==> config.mk <==
export PLATFORM = sky130hd
export DESIGN_NAME = register_file_sb
export DESIGN_NICKNAME = d
export VERILOG_FILES = /design/src/rtl/rf_pkg.sv /design/src/rtl/rf_read_port.sv /design/src/rtl/register_file_sb.sv
export SDC_FILE = /design/constraint.sdc
export NUM_CORES = 2
export LEC_CHECK = 0
export BUFFER_PORTS_ARGS = -buffer_cell sky130_fd_sc_hd__buf_2
export CAP_MARGIN = 25
export CORE_ASPECT_RATIO = 1.75
export CORE_MARGIN = 2
export CORE_UTILIZATION = 44
export CTS_CLUSTER_SIZE = 28
export DETAILED_ROUTE_END_ITERATION = 8
export PLACE_DENSITY_LB_ADDON = 0.1
export SKIP_LAST_GASP = 1
export SYNTH_ARGS = -nofsm -noshare
export SYNTH_HDL_FRONTEND = slang
export SYNTH_SLANG_ARGS = --single-unit
export TNS_END_PERCENT = 5
==> constraint.sdc <==
create_clock -name clk -period 3.3 [get_ports clk]
set_input_delay 0.33 -clock clk [delete_from_list [all_inputs] [get_ports clk]]
set_output_delay 0.33 -clock clk [all_outputs]
set_load 0.05 [all_outputs]
==> src/rtl/rf_pkg.sv <==
// Shared constants for the pipelined core's integer register file.
// Latency: n/a (package only).
// Backpressure: n/a (package only).
package rf_pkg;

    // Default geometry of the RV32I integer register file.
    localparam int          DEF_XLEN    = 32;
    localparam int          DEF_NREG    = 32;
    localparam int          DEF_SP_IDX  = 2;
    localparam logic [31:0] DEF_SP_INIT = 32'h0000_0200;

    // ABI register indices.
    localparam int REG_ZERO = 0;
    localparam int REG_RA   = 1;
    localparam int REG_SP   = 2;

endpackage : rf_pkg

==> src/rtl/rf_read_port.sv <==
// One combinational read port of the register file with write-first bypass.
// Latency: 0 cycles, purely combinational.
// Backpressure: none; busy tells decode whether the operand is still in flight.
//
// Ports:
//   addr              register index read by this port
//   regs              view of the whole storage array, register i at regs[i]
//   busy_vec          scoreboard busy bits, bit 0 always 0
//   wr_en/wr_addr/wr_data  this cycle's writeback, used for the bypass
//   data              operand value (0 for x0)
//   busy              operand not yet available
module rf_read_port
    import rf_pkg::*;
#(
    parameter  int XLEN = DEF_XLEN,
    parameter  int NREG = DEF_NREG,
    localparam int AW   = $clog2(NREG)
) (
    input  logic [AW-1:0]              addr,
    input  logic [NREG-1:0][XLEN-1:0]  regs,
    input  logic [NREG-1:0]            busy_vec,
    input  logic                       wr_en,
    input  logic [AW-1:0]              wr_addr,
    input  logic [XLEN-1:0]            wr_data,
    output logic [XLEN-1:0]            data,
    output logic                       busy
);

    logic wr_hit;

    // A writeback to the register being read this cycle supplies its value
    // directly, so the consumer never sees the stale stored copy.
    assign wr_hit = wr_en && (wr_addr == addr);

    always_comb begin
        data = regs[addr];
        if (addr == '0) begin
            data = '0;
        end else if (wr_hit) begin
            data = wr_data;
        end
    end

    // A bypassed value is ready now, so the port is not busy even though the
    // busy bit only clears at the coming edge.
    assign busy = busy_vec[addr] && !wr_hit;

endmodule : rf_read_port

==> src/rtl/register_file_sb.sv <==
// Integer register file with NRP read ports, one write port and busy-bit scoreboard.
// Latency: reads 0 cycles; writes, busy bits and busy_cnt update at the next edge.
// Backpressure: stall goes high while any read port names a busy register.
//
// Ports:
//   clk, rst_n         clock, asynchronous active-low reset
//   rs_addr/rs_data    NRP read ports, port p at [p*AW +: AW] / [p*XLEN +: XLEN]
//   rs_busy            per-port busy flag after writeback bypass
//   wr_en/wr_addr/wr_data  writeback: commit value and release reservation
//   alloc_en/alloc_addr    issue: reserve destination register
//   stall              OR of rs_busy
//   busy_cnt           number of registers currently reserved
module register_file_sb
    import rf_pkg::*;
#(
    parameter  int              XLEN    = DEF_XLEN,
    parameter  int              NREG    = DEF_NREG,
    parameter  int              NRP     = 2,
    parameter  int              SP_IDX  = DEF_SP_IDX,
    parameter  logic [XLEN-1:0] SP_INIT = XLEN'(DEF_SP_INIT),
    localparam int              AW      = $clog2(NREG)
) (
    input  logic                 clk,
    input  logic                 rst_n,
    input  logic [NRP*AW-1:0]    rs_addr,
    output logic [NRP*XLEN-1:0]  rs_data,
    output logic [NRP-1:0]       rs_busy,
    input  logic                 wr_en,
    input  logic [AW-1:0]        wr_addr,
    input  logic [XLEN-1:0]      wr_data,
    input  logic                 alloc_en,
    input  logic [AW-1:0]        alloc_addr,
    output logic                 stall,
    output logic [AW:0]          busy_cnt
);

    logic [NREG-1:0][XLEN-1:0] regs;
    logic [NREG-1:0]           busy;

    // x0 is a constant: no storage, never reserved.
    assign regs[0] = '0;
    assign busy[0] = 1'b0;

    for (genvar i = 1; i < NREG; i++) begin : g_reg
        localparam logic [XLEN-1:0] RST_VAL = (i == SP_IDX) ? SP_INIT : '0;

        logic            wr_hit;
        logic            al_hit;
        logic [XLEN-1:0] q;
        logic            b;

        assign wr_hit = wr_en    && (wr_addr    == AW'(i));
        assign al_hit = alloc_en && (alloc_addr == AW'(i));

        always_ff @(posedge clk or negedge rst_n) begin
            if (!rst_n) begin
                q <= RST_VAL;
            end else if (wr_hit) begin
                q <= wr_data;
            end
        end

        // Allocation beats release: a new producer issued in the same cycle
        // the old one writes back still owns the register.
        always_ff @(posedge clk or negedge rst_n) begin
            if (!rst_n) begin
                b <= 1'b0;
            end else if (al_hit) begin
                b <= 1'b1;
            end else if (wr_hit) begin
                b <= 1'b0;
            end
        end

        assign regs[i] = q;
        assign busy[i] = b;
    end

    for (genvar p = 0; p < NRP; p++) begin : g_port
        rf_read_port #(
            .XLEN (XLEN),
            .NREG (NREG)
        ) u_port (
            .addr     (rs_addr[p*AW +: AW]),
            .regs     (regs),
            .busy_vec (busy),
            .wr_en    (wr_en),
            .wr_addr  (wr_addr),
            .wr_data  (wr_data),
            .data     (rs_data[p*XLEN +: XLEN]),
            .busy     (rs_busy[p])
        );
    end

    assign stall = |rs_busy;

    // With one alloc and one write per cycle at most one bit rises and at
    // most one falls, so the counter moves by -1, 0 or +1.
    logic rise;
    logic fall;

    assign rise = alloc_en && (alloc_addr != '0) && !busy[alloc_addr];
    assign fall = wr_en && (wr_addr != '0) && busy[wr_addr]
                  && !(alloc_en && (alloc_addr == wr_addr));

    always_ff @(posedge clk or negedge rst_n) begin
        if (!rst_n) begin
            busy_cnt <= '0;
        end else begin
            busy_cnt <= busy_cnt + (AW+1)'(rise) - (AW+1)'(fall);
        end
    end

endmodule : register_file_sb

==> run summary <==
horizontal die dimension: 275 µm
count of buffers inserted at the top-level ports: 128
worst setup timing slack at the placement stage: -325 ps
crit path max fanout: 3
Register-to-Register Path Depth: 11
Vias: 38600
count of flip-flops with a built-in enable after synthesis: 0
worst setup path start: g_reg[15].q[5]
smallest hold slack: 37.8 ps
filler cell count in the final layout: 11000
reg-to-reg slack, setup: 120 ps
via count of the first global-routing pass: 40600
number of placed instances, taps included: 5649
endpoint of the most critical register-to-register path: busy_cnt[4]
Critical Path Most Common Cell: sky130_fd_sc_hd__buf_4
Placer Congestion: 0.891
top_reg_cell synth: sky130_fd_sc_hd__dfrtp_1
skew final: 9.86 ps
via count normalized by instance count: 6.60
count leader, synth: sky130_fd_sc_hd__mux2_2
placed wire-length estimate: 132 mm
final slew viol count: 0
final worst-path cycle share: 101%
total detailed-routing wirelength: 209 mm
Clock Latency Late Sink: 730 ps
worst vdd ir: 0.517 mV
Post CTS Setup Buffer Count: 0
TritonCTS buffer count: 103
cells taking the most area after synthesis: sky130_fd_sc_hd__dfrtp_1 (46%), sky130_fd_sc_hd__mux2_2 (22%), sky130_fd_sc_hd__mux4_2 (18%)
Hold Fails Final Rpt: 0
maximum root-to-sink buffer count: 3
largest area contributor in the synthesized netlist: sky130_fd_sc_hd__dfrtp_1
total die area: 0.131 mm²
Wirelength per Cell: 35.7 µm
number of nets in the layout: 4157
Met1 Wirelength: 81.5 mm
Post-Syn Instances: 3925
buffer type at the clock tree root: sky130_fd_sc_hd__clkbuf_16
critical path depth in cells: 8
Residual DRC: 0
Pleak: 28.3 nW
Async S/R FF share, synth: 100%
CTS tree: yes
post-synth cell types: 60
Crit path max-delay family: compound AO/OA/AOI/OAI gates
CP max stage delay: 480 ps
startpoint of the worst register-to-register path: g_reg[14].b
pin count of the biggest net entering global routing: 114
Hold Startpoint: alloc_addr[2]
Synth Warn #: 0
number of buffer and inverter instances along the worst setup path: 3
relative slew slack: 38.7%
uppermost metal layer occupied by signal nets: met5
Total Neg Setup Slack: -92.9 ps
H-tree levels: 3
fraction of layout cells with a size suffix above 1: 55.0%
share of the synthesized area in the top cell type: 45.6%
routed length on met2: 103 mm
cell area after layout: 0.0655 mm²
top cell types by occurrence after synthesis: sky130_fd_sc_hd__mux2_2 (1088), sky130_fd_sc_hd__dfrtp_1 (1028), sky130_fd_sc_hd__mux4_2 (462)
final setup vio count: 5
proportion of synthesized chip area in sequential cells: 45.6%
setup repair after global routing missed its margin: true
I/O pin cnt: 129
capture point of the worst path: rs_data[5]
worst path setup slack after routing: -25.7 ps
global-route wire length before repair: 303 mm
final design utilization: 51.5%
number of antenna violations at the first check in global routing: 15
number of violations reported at the end of detailed-routing iteration 0: 3380
number of optimization iterations in the first detailed-route pass: 5
number of flip-flops and latches in the synthesized netlist: 1029
critical path required time: 2970 ps
placeable core region: 0.127 mm²
instance area after placement: 0.0618 mm²
violated checks: setup timing
effective utilization at floorplan: 44.4%
final worst path period need: 3330 ps
routed wl met3: 12.5 mm
highest clock frequency the design can meet: 301 MHz
type of the worst setup path: flop to output pin
die boundary height: 478 µm
critical path endpoint category: output pin
post-layout instance count excluding filler cells: 5848
Tot Pwr: 39.6 mW
DRT antenna net count: 0
worst endpoint data arrival time: 3000 ps
residual overflow from global routing: 0
global-route usage over all layers: 32.4%
Critical Path Start Type: flop
max_cap viols: 0
slowest stage cell, crit path: sky130_fd_sc_hd__mux4_2
layout-stage area growth over the synthesis result: 16.0%
total nets after synthesis: 3988
num rows: 173
Syn Area/Cell: 14.4 µm²
CTS clk-pin slew, worst paths: 60 ps
cells traversed along the worst timing path: mux4_2 > a22o_1 > a221o_1 > a211oi_1 > buf_4 > nor3_1 > buf_4 > buf_12
Pwr Density: 605 mW/mm²
Syn Std Cell Area: 0.0565 mm²
Tightest Pin Transition: 920 ps
kind of path behind the tightest hold check: input port to flop
CTS sink cnt: 1029
run status: finished with violations
==> how the worst min path moves through the flow <==
| stage | endpoint | slack [ps] | cells past startpoint |
|---|---|---|---|
| 2_1_floorplan | busy_cnt[0] | 30 | 0 |
| 3_3_place_gp | g_reg[20].q[28] | 340 | 1 |
| 3_5_place_dp | g_reg[20].q[28] | 340 | 1 |
| 4_1_cts | g_reg[28].b | 5 | 3 |
| 5_1_grt | g_reg[28].b | 70 | 3 |
| 6_report | g_reg[28].b | 40 | 3 |
==> flip-flops by register name, summed over array words and instances (netlist names) <==
register,cells
g.q,992
busy_cnt,6
g.b,31
==> cell families after synthesis <==
logic type | synth area share (%)
adders and majority gates | 0.168
DFF | 45.6
buffers and inverters | 3.96
and+or+nand+nor | 3.56
AOI/OAI and AO/OA | 5.30
muxes | 41.1
xor gates and xnor gates | 0.310
==> cell usage in the layout (no fill, tap or decap), drive strengths merged, types with 23 or more instances in the layout <==
cell type	instances
mux2	1088
dfrtp	1028
buf	498
mux4	462
clkbuf	151
nand2	118
nor2	111
nor3	86
a221oi	72
a211oi	59
mux2i	54
o22ai	50
nand3	48
a22o	45
a221o	41
clkinv	27
inv	24
o21ai	23
==> routing by layer <==
layer	vias to the layer above	GRT usage [%]
li1	15500	-
met1	21000	41.4
met2	1531	53.4
met3	547	5.01
met4	10	16.2
met5	-	0
==> final cells by class <==
class                           instances  area, µm²  share of cell area [%]
Multi-Input combinational cell       2436      28800                    44.0
Sequential cell                      1029      25800                    39.3
Timing Repair Buffer                  500       5150                    7.86
Clock buffer                          151       3140                    4.79
Tap cell                             1662       2080                    3.17
Clock inverter                         40        495                   0.756
Inverter                               24       90.1                   0.138
Antenna cell                            6       15.0                  0.0229
==> what timing repair did <==
action / 4_1_cts / 5_1_grt
hold buffers: 2 / 0
pin swaps: 0 / 0
endpoints found under the hold margin: 33 / 0
setup endpoints to repair: 16 / 25
cloned: 0 / 0
gates resized for setup: 8 / 9
==> report_power, final <==
group	total, mW	switching [mW]	internal (mW)
clock	12.8	5.42	7.37
sequential	17.0	1.89	15.1
combinational	9.82	4.32	5.50
total	39.6	11.6	28.0
==> worst register-to-register path: cells and delay by family (launching register included) <==
kind,cells,cell delay (ps)
flip-flops,1,450
buffers and inverters,1,40
AND/OR/NAND/NOR,2,170
multiplexers,2,960
adder cells (fa/ha/maj),3,900
AO/OA/AOI/OAI,2,400
XOR/XNOR,1,150
(Power assumes the default switching activity.)
